File: config.mk
export PLATFORM = sky130hd
export DESIGN_NAME = stack_ovf
export DESIGN_NICKNAME = d
export VERILOG_FILES = /design/src/rtl/stack_ovf.sv
export SDC_FILE = /design/constraint.sdc
export NUM_CORES = 1
export LEC_CHECK = 0
export ABC_AREA = 1
export CAP_MARGIN = 20
export CORE_AREA = 2 2 258 260
export DETAILED_ROUTE_END_ITERATION = 12
export DIE_AREA = 0 0 260 262
export SYNTH_ARGS = -nofsm -noshare
export SYNTH_HDL_FRONTEND = slang
export SYNTH_SLANG_ARGS = --single-unit
export TNS_END_PERCENT = 5
File: constraint.sdc
create_clock -name clk -period 2.8 [get_ports clk]
set_input_delay 0.56 -clock clk [delete_from_list [all_inputs] [get_ports clk]]
set_output_delay 0.56 -clock clk [all_outputs]
set_load 0.02 [all_outputs]
File: src/rtl/stack_ovf.sv
// stack_ovf: register-file stack for a J1-class core.
// The head (T) is a register. DEPTH tail cells sit behind it in a shift register,
// and cell 0 is next-on-stack (N). The block tracks a live depth count with
// empty/full flags, and sticky overflow/underflow flags that software can clear.
module stack_ovf #(
  parameter int unsigned          WIDTH = 16,
  parameter int unsigned          DEPTH = 18,
  parameter logic [WIDTH-1:0]     FILL  = 'h55aa,
  localparam int unsigned         DW    = $clog2(DEPTH + 1)
) (
  input  logic             clk,
  input  logic             reset,
  input  logic             we,
  input  logic [1:0]       delta,
  input  logic [WIDTH-1:0] wd,
  input  logic             err_clr,
  output logic [WIDTH-1:0] rd,
  output logic [WIDTH-1:0] rd2,
  output logic [DW-1:0]    depth,
  output logic             empty,
  output logic             full,
  output logic             overflow,
  output logic             underflow
);

  // Stack move encoding. Bit 0 set with bit 1 clear is a push.
  // Both bits set is a single pop. Bit 1 alone is a pop of two.
  typedef enum logic [1:0] {
    MV_HOLD = 2'b00,
    MV_PUSH = 2'b01,
    MV_POP2 = 2'b10,
    MV_POP  = 2'b11
  } move_e;

  localparam logic [DW-1:0] DEPTH_MAX = DW'(DEPTH);
  localparam logic [DW-1:0] ONE       = DW'(1);
  localparam logic [DW-1:0] TWO       = DW'(2);

  move_e            move;
  logic [WIDTH-1:0] head_q, head_d;
  logic [WIDTH-1:0] cells_q [DEPTH];
  logic [WIDTH-1:0] cells_d [DEPTH];
  logic [DW-1:0]    depth_q, depth_d;
  logic             ovf_q, ovf_d;
  logic             udf_q, udf_d;
  logic             ovf_evt, udf_evt;

  assign move = move_e'(delta);

  // Data path: compute the next head and tail-cell contents for the requested move.
  always_comb begin
    head_d = head_q;
    for (int i = 0; i < DEPTH; i++) begin
      cells_d[i] = cells_q[i];
    end
    unique case (move)
      MV_HOLD: begin
        if (we) head_d = wd;
      end
      MV_PUSH: begin
        // The old head becomes N. The deepest cell falls off the end.
        cells_d[0] = head_q;
        for (int i = 1; i < DEPTH; i++) begin
          cells_d[i] = cells_q[i-1];
        end
        if (we) head_d = wd;
      end
      MV_POP: begin
        for (int i = 0; i < DEPTH - 1; i++) begin
          cells_d[i] = cells_q[i+1];
        end
        cells_d[DEPTH-1] = FILL;
        head_d = we ? wd : cells_q[0];
      end
      MV_POP2: begin
        for (int i = 0; i < DEPTH - 2; i++) begin
          cells_d[i] = cells_q[i+2];
        end
        cells_d[DEPTH-2] = FILL;
        cells_d[DEPTH-1] = FILL;
        head_d = we ? wd : cells_q[1];
      end
      default: begin
        head_d = head_q;
      end
    endcase
  end

  // Control path: saturating depth count and sticky error flags.
  // A new error takes priority over err_clr raised in the same cycle.
  always_comb begin
    depth_d = depth_q;
    ovf_evt = 1'b0;
    udf_evt = 1'b0;
    unique case (move)
      MV_HOLD: begin
        depth_d = depth_q;
      end
      MV_PUSH: begin
        if (depth_q == DEPTH_MAX) begin
          ovf_evt = 1'b1;
        end else begin
          depth_d = depth_q + ONE;
        end
      end
      MV_POP: begin
        if (depth_q == '0) begin
          udf_evt = 1'b1;
          depth_d = '0;
        end else begin
          depth_d = depth_q - ONE;
        end
      end
      MV_POP2: begin
        if (depth_q < TWO) begin
          udf_evt = 1'b1;
          depth_d = '0;
        end else begin
          depth_d = depth_q - TWO;
        end
      end
      default: begin
        depth_d = depth_q;
      end
    endcase
    ovf_d = ovf_evt | (ovf_q & ~err_clr);
    udf_d = udf_evt | (udf_q & ~err_clr);
  end

  // State registers. Reset overrides every input and reloads every cell with FILL.
  always_ff @(posedge clk) begin
    if (reset) begin
      head_q  <= '0;
      for (int i = 0; i < DEPTH; i++) begin
        cells_q[i] <= FILL;
      end
      depth_q <= '0;
      ovf_q   <= 1'b0;
      udf_q   <= 1'b0;
    end else begin
      head_q  <= head_d;
      for (int i = 0; i < DEPTH; i++) begin
        cells_q[i] <= cells_d[i];
      end
      depth_q <= depth_d;
      ovf_q   <= ovf_d;
      udf_q   <= udf_d;
    end
  end

  assign rd        = head_q;
  assign rd2       = cells_q[0];
  assign depth     = depth_q;
  assign empty     = (depth_q == '0);
  assign full      = (depth_q == DEPTH_MAX);
  assign overflow  = ovf_q;
  assign underflow = udf_q;

endmodule
==> results.cfg <==
[timing]
final_hold_slack_ps = 473
finalSetupViolCount = 0
fin_crit_sh = 0.931
number_of_hold_violations_in_the_final_report = 0
setup_tns_ps = 0
achievable-frequency_mhz = 384
period_minus_slack_ps = 2610
finalMaxSlewViolations = 0
timing_worst_slew_pin_value_ps = 690
rel_slew_slack = 0.540
grt_setup_unrepaired = false
finalClockSkew_ps = 8.47

[clocking]
cts.reportedPaths.clkPinSlew_ps = 60
tritoncts = yes
clock_latency_ps = 530
tritoncts_num_sinks = 311
cts_made_buffers = 38
clock_tree.buffer_depth = 3
cts.repair_timing.setup_buffer_count = 0
cts-htree-levels = 2
clock_tree.root_cell = clkbuf_16

[setup_path]
crit_family = buffers and inverters
cp_cell_sequence = inv_1 -> ha_1 -> nand2_1 -> nor2_1 -> clkdlybuf4s50_1
critPathArrivalTime_ps = 2050
ws_path_type = reg -> out
worstSetupStartpointType = flop
cp-end-kind = output port
worstPathRequired_ps = 2240
timing.critical_path.fanout_max = 6
critical_path.max_stage_delay_ps = 640
slowest_stage = clkdlybuf4s50_1
worstPathBufferInverterCount = 2

[global_routing]
globalRouteOverflowTotal = 0
number_of_antenna_violations_at_the_first_check_in_global_routing = 1
first_global_vias = 13900
wire_length_of_the_first_global_routing_pass_mm = 72.7
grt_usage = 0.126
largest_net_degree_at_the_start_of_global_routing = 124

[final_layout]
layout-drive-gt1-share = 0.0521
post_layout_nonfiller_instances = 3109
nNetsFinal = 2248
layout_common_cells = inv_1, dfxtp_1, o21ai_0
antenna_cells_inserted = 0
layout-area-overhead-vs-synth_pct = 15.3
final_common_cell = inv_1

[pwr]
p_leak_uw = 0.00826
power_density_nw_per_um2 = 632
power.ir.vdd_worst_mv = 0.390

[die]
initial_utilization = 0.247
die_y_um = 262
number_of_core_rows = 94
die_area_um2 = 68100
overall_die_width_um = 260
num_io_pins = 63
fp.coreArea_um2 = 65300

[place]
global_placer_s_final_weighted_congestion = 0.738
number_of_placed_cells_counting_well_taps = 3043
dpl.hpwl_mm = 26.1
port_buffers = 62

[synthesis]
synth-seq-area-share = 0.386
synth.distinct_cells = 30
asyncSetResetFlopFracSynth = 0
synth-edff-count = 0
syn_area_per_cell_um2 = 7.07
synth.yosys.warnings = 0
syn_area_um2 = 16100
syn-num-nets = 2312
syn_inst = 2283
postSynth.topFlopCell = dfxtp_1
synth_seq_cells = 311

[routing]
drt-vias-per-instance = 4.83
first_pass_iteration_count_of_the_detailed_router = 5
via_count = 15000
first_iter_violations = 1188
drt-total-wl_mm = 44.0
post-route-drc-count = 0
post_drt_wl_per_cell_um = 14.2
drt.antenna.violating_nets = 0

[min_path]
holdCritPathClass = reg -> reg

[flow_run]
max_cap_violations = 0

[run_status]
status = finished, final reports clean
[kinds of logic (layout without fill, tap and decap cells)]
logic type / after synthesis / in the layout / synth area share
AO/OA/AOI/OAI: 900 / 900 / 0.339
buffers and inverters: 616 / 578 / 0.161
AND/OR/NAND/NOR: 445 / 445 / 0.107
flip-flops: 311 / 311 / 0.386
adder cells (fa/ha/maj): 7 / 7 / 0.00542
XOR/XNOR: 4 / 4 / 0.00217
[registers in the layout, indices dropped and copies added (netlist names)]
name,cells
cells_q,288
depth,5
overflow,1
rd,16
underflow,1
[synth_stat cells (2+ instances only)]
cell type,number,area share
buf_4,31,0.014
a211oi_1,6,0.0028
clkbuf_1,84,0.020
inv_4,2,0.00077
a221oi_1,55,0.030
o21ai_1,54,0.017
o21ai_0,267,0.083
inv_1,400,0.093
nor2_1,159,0.037
o22ai_1,89,0.034
dfxtp_1,311,0.39
nand2_1,256,0.060
nand4_1,2,0.00077
nand3_1,23,0.0071
buf_6,9,0.0063
ha_1,7,0.0054
o221ai_1,106,0.057
xor2_1,3,0.0016
a31oi_1,8,0.0031
buf_1,5,0.0012
o211ai_1,88,0.041
inv_2,3,0.00070
buf_2,82,0.025
nor2_2,2,0.00077
a21oi_1,226,0.070
[tightest hold or removal path: cells and delay by family (launching register included)]
family | cells | cell delay, ps
flops | 1 | 320
compound gates | 2 | 120
[what timing repair did]
item / CTS / global route
hold buffers: 0 / 0
resized for setup: 1 / 0
setup endpoints to repair: 1 / 0
[worst paths after layout]
| path | from | end | slack (ps) | cells past startpoint |
|---|---|---|---|---|
| min reg2reg | cells_q[0][44]$_SDFFE_PP1P_ | cells_q[0][44]$_SDFFE_PP1P_ | 470 | 2 |
| min | cells_q[0][44]$_SDFFE_PP1P_ | cells_q[0][44]$_SDFFE_PP1P_ | 470 | 2 |
| max reg2reg | depth[0]$_SDFFE_PP0P_ | depth[4]$_SDFFE_PP0P_ | 1140 | 8 |
| max | depth[0]$_SDFFE_PP0P_ | full | 190 | 5 |
[per-layer routing]
layer | vias to the layer above | global-route usage | share of wire
met5 | - | 0 | 0
met4 | 0 | 0.0292 | 0.016
met3 | 50 | 0.0158 | 0.043
met2 | 298 | 0.215 | 0.47
met1 | 7042 | 0.170 | 0.48
li1 | 7638 | - | -
[power breakdown]
| part | total, uW | internal, uW | switching, uW |
|---|---|---|---|
| sequential | 4960 | 4750 | 206 |
| combinational | 1840 | 686 | 1160 |
| clock | 4960 | 3040 | 1920 |
| total | 11800 | 8480 | 3290 |
[final cells by class]
class,instances,area (um2)
clock inverter,12,140
timing repair buffer,107,1180
tap,864,1080
inverter,405,1540
sequential,311,6230
clock buffer,54,1110
multi-input combinational,1356,7350
fill,7133,46700
[metrics by stage]
| stage | util | setup slack (ps) | total power, uW | cell area (um2) |
|---|---|---|---|---|
| 2_1_floorplan | - | 1090 | 6370 | 16100 |
| 3_3_place_gp | 0.266 | 389 | 6890 | 17400 |
| 3_5_place_dp | 0.266 | 359 | 6910 | 17400 |
| 4_1_cts | 0.285 | 108 | 11900 | 18600 |
| 5_1_grt | 0.285 | 58.2 | 12300 | 18600 |
| 6_report | 0.285 | 195 | 11800 | 18600 |
Power figures use the tool's default switching activity.
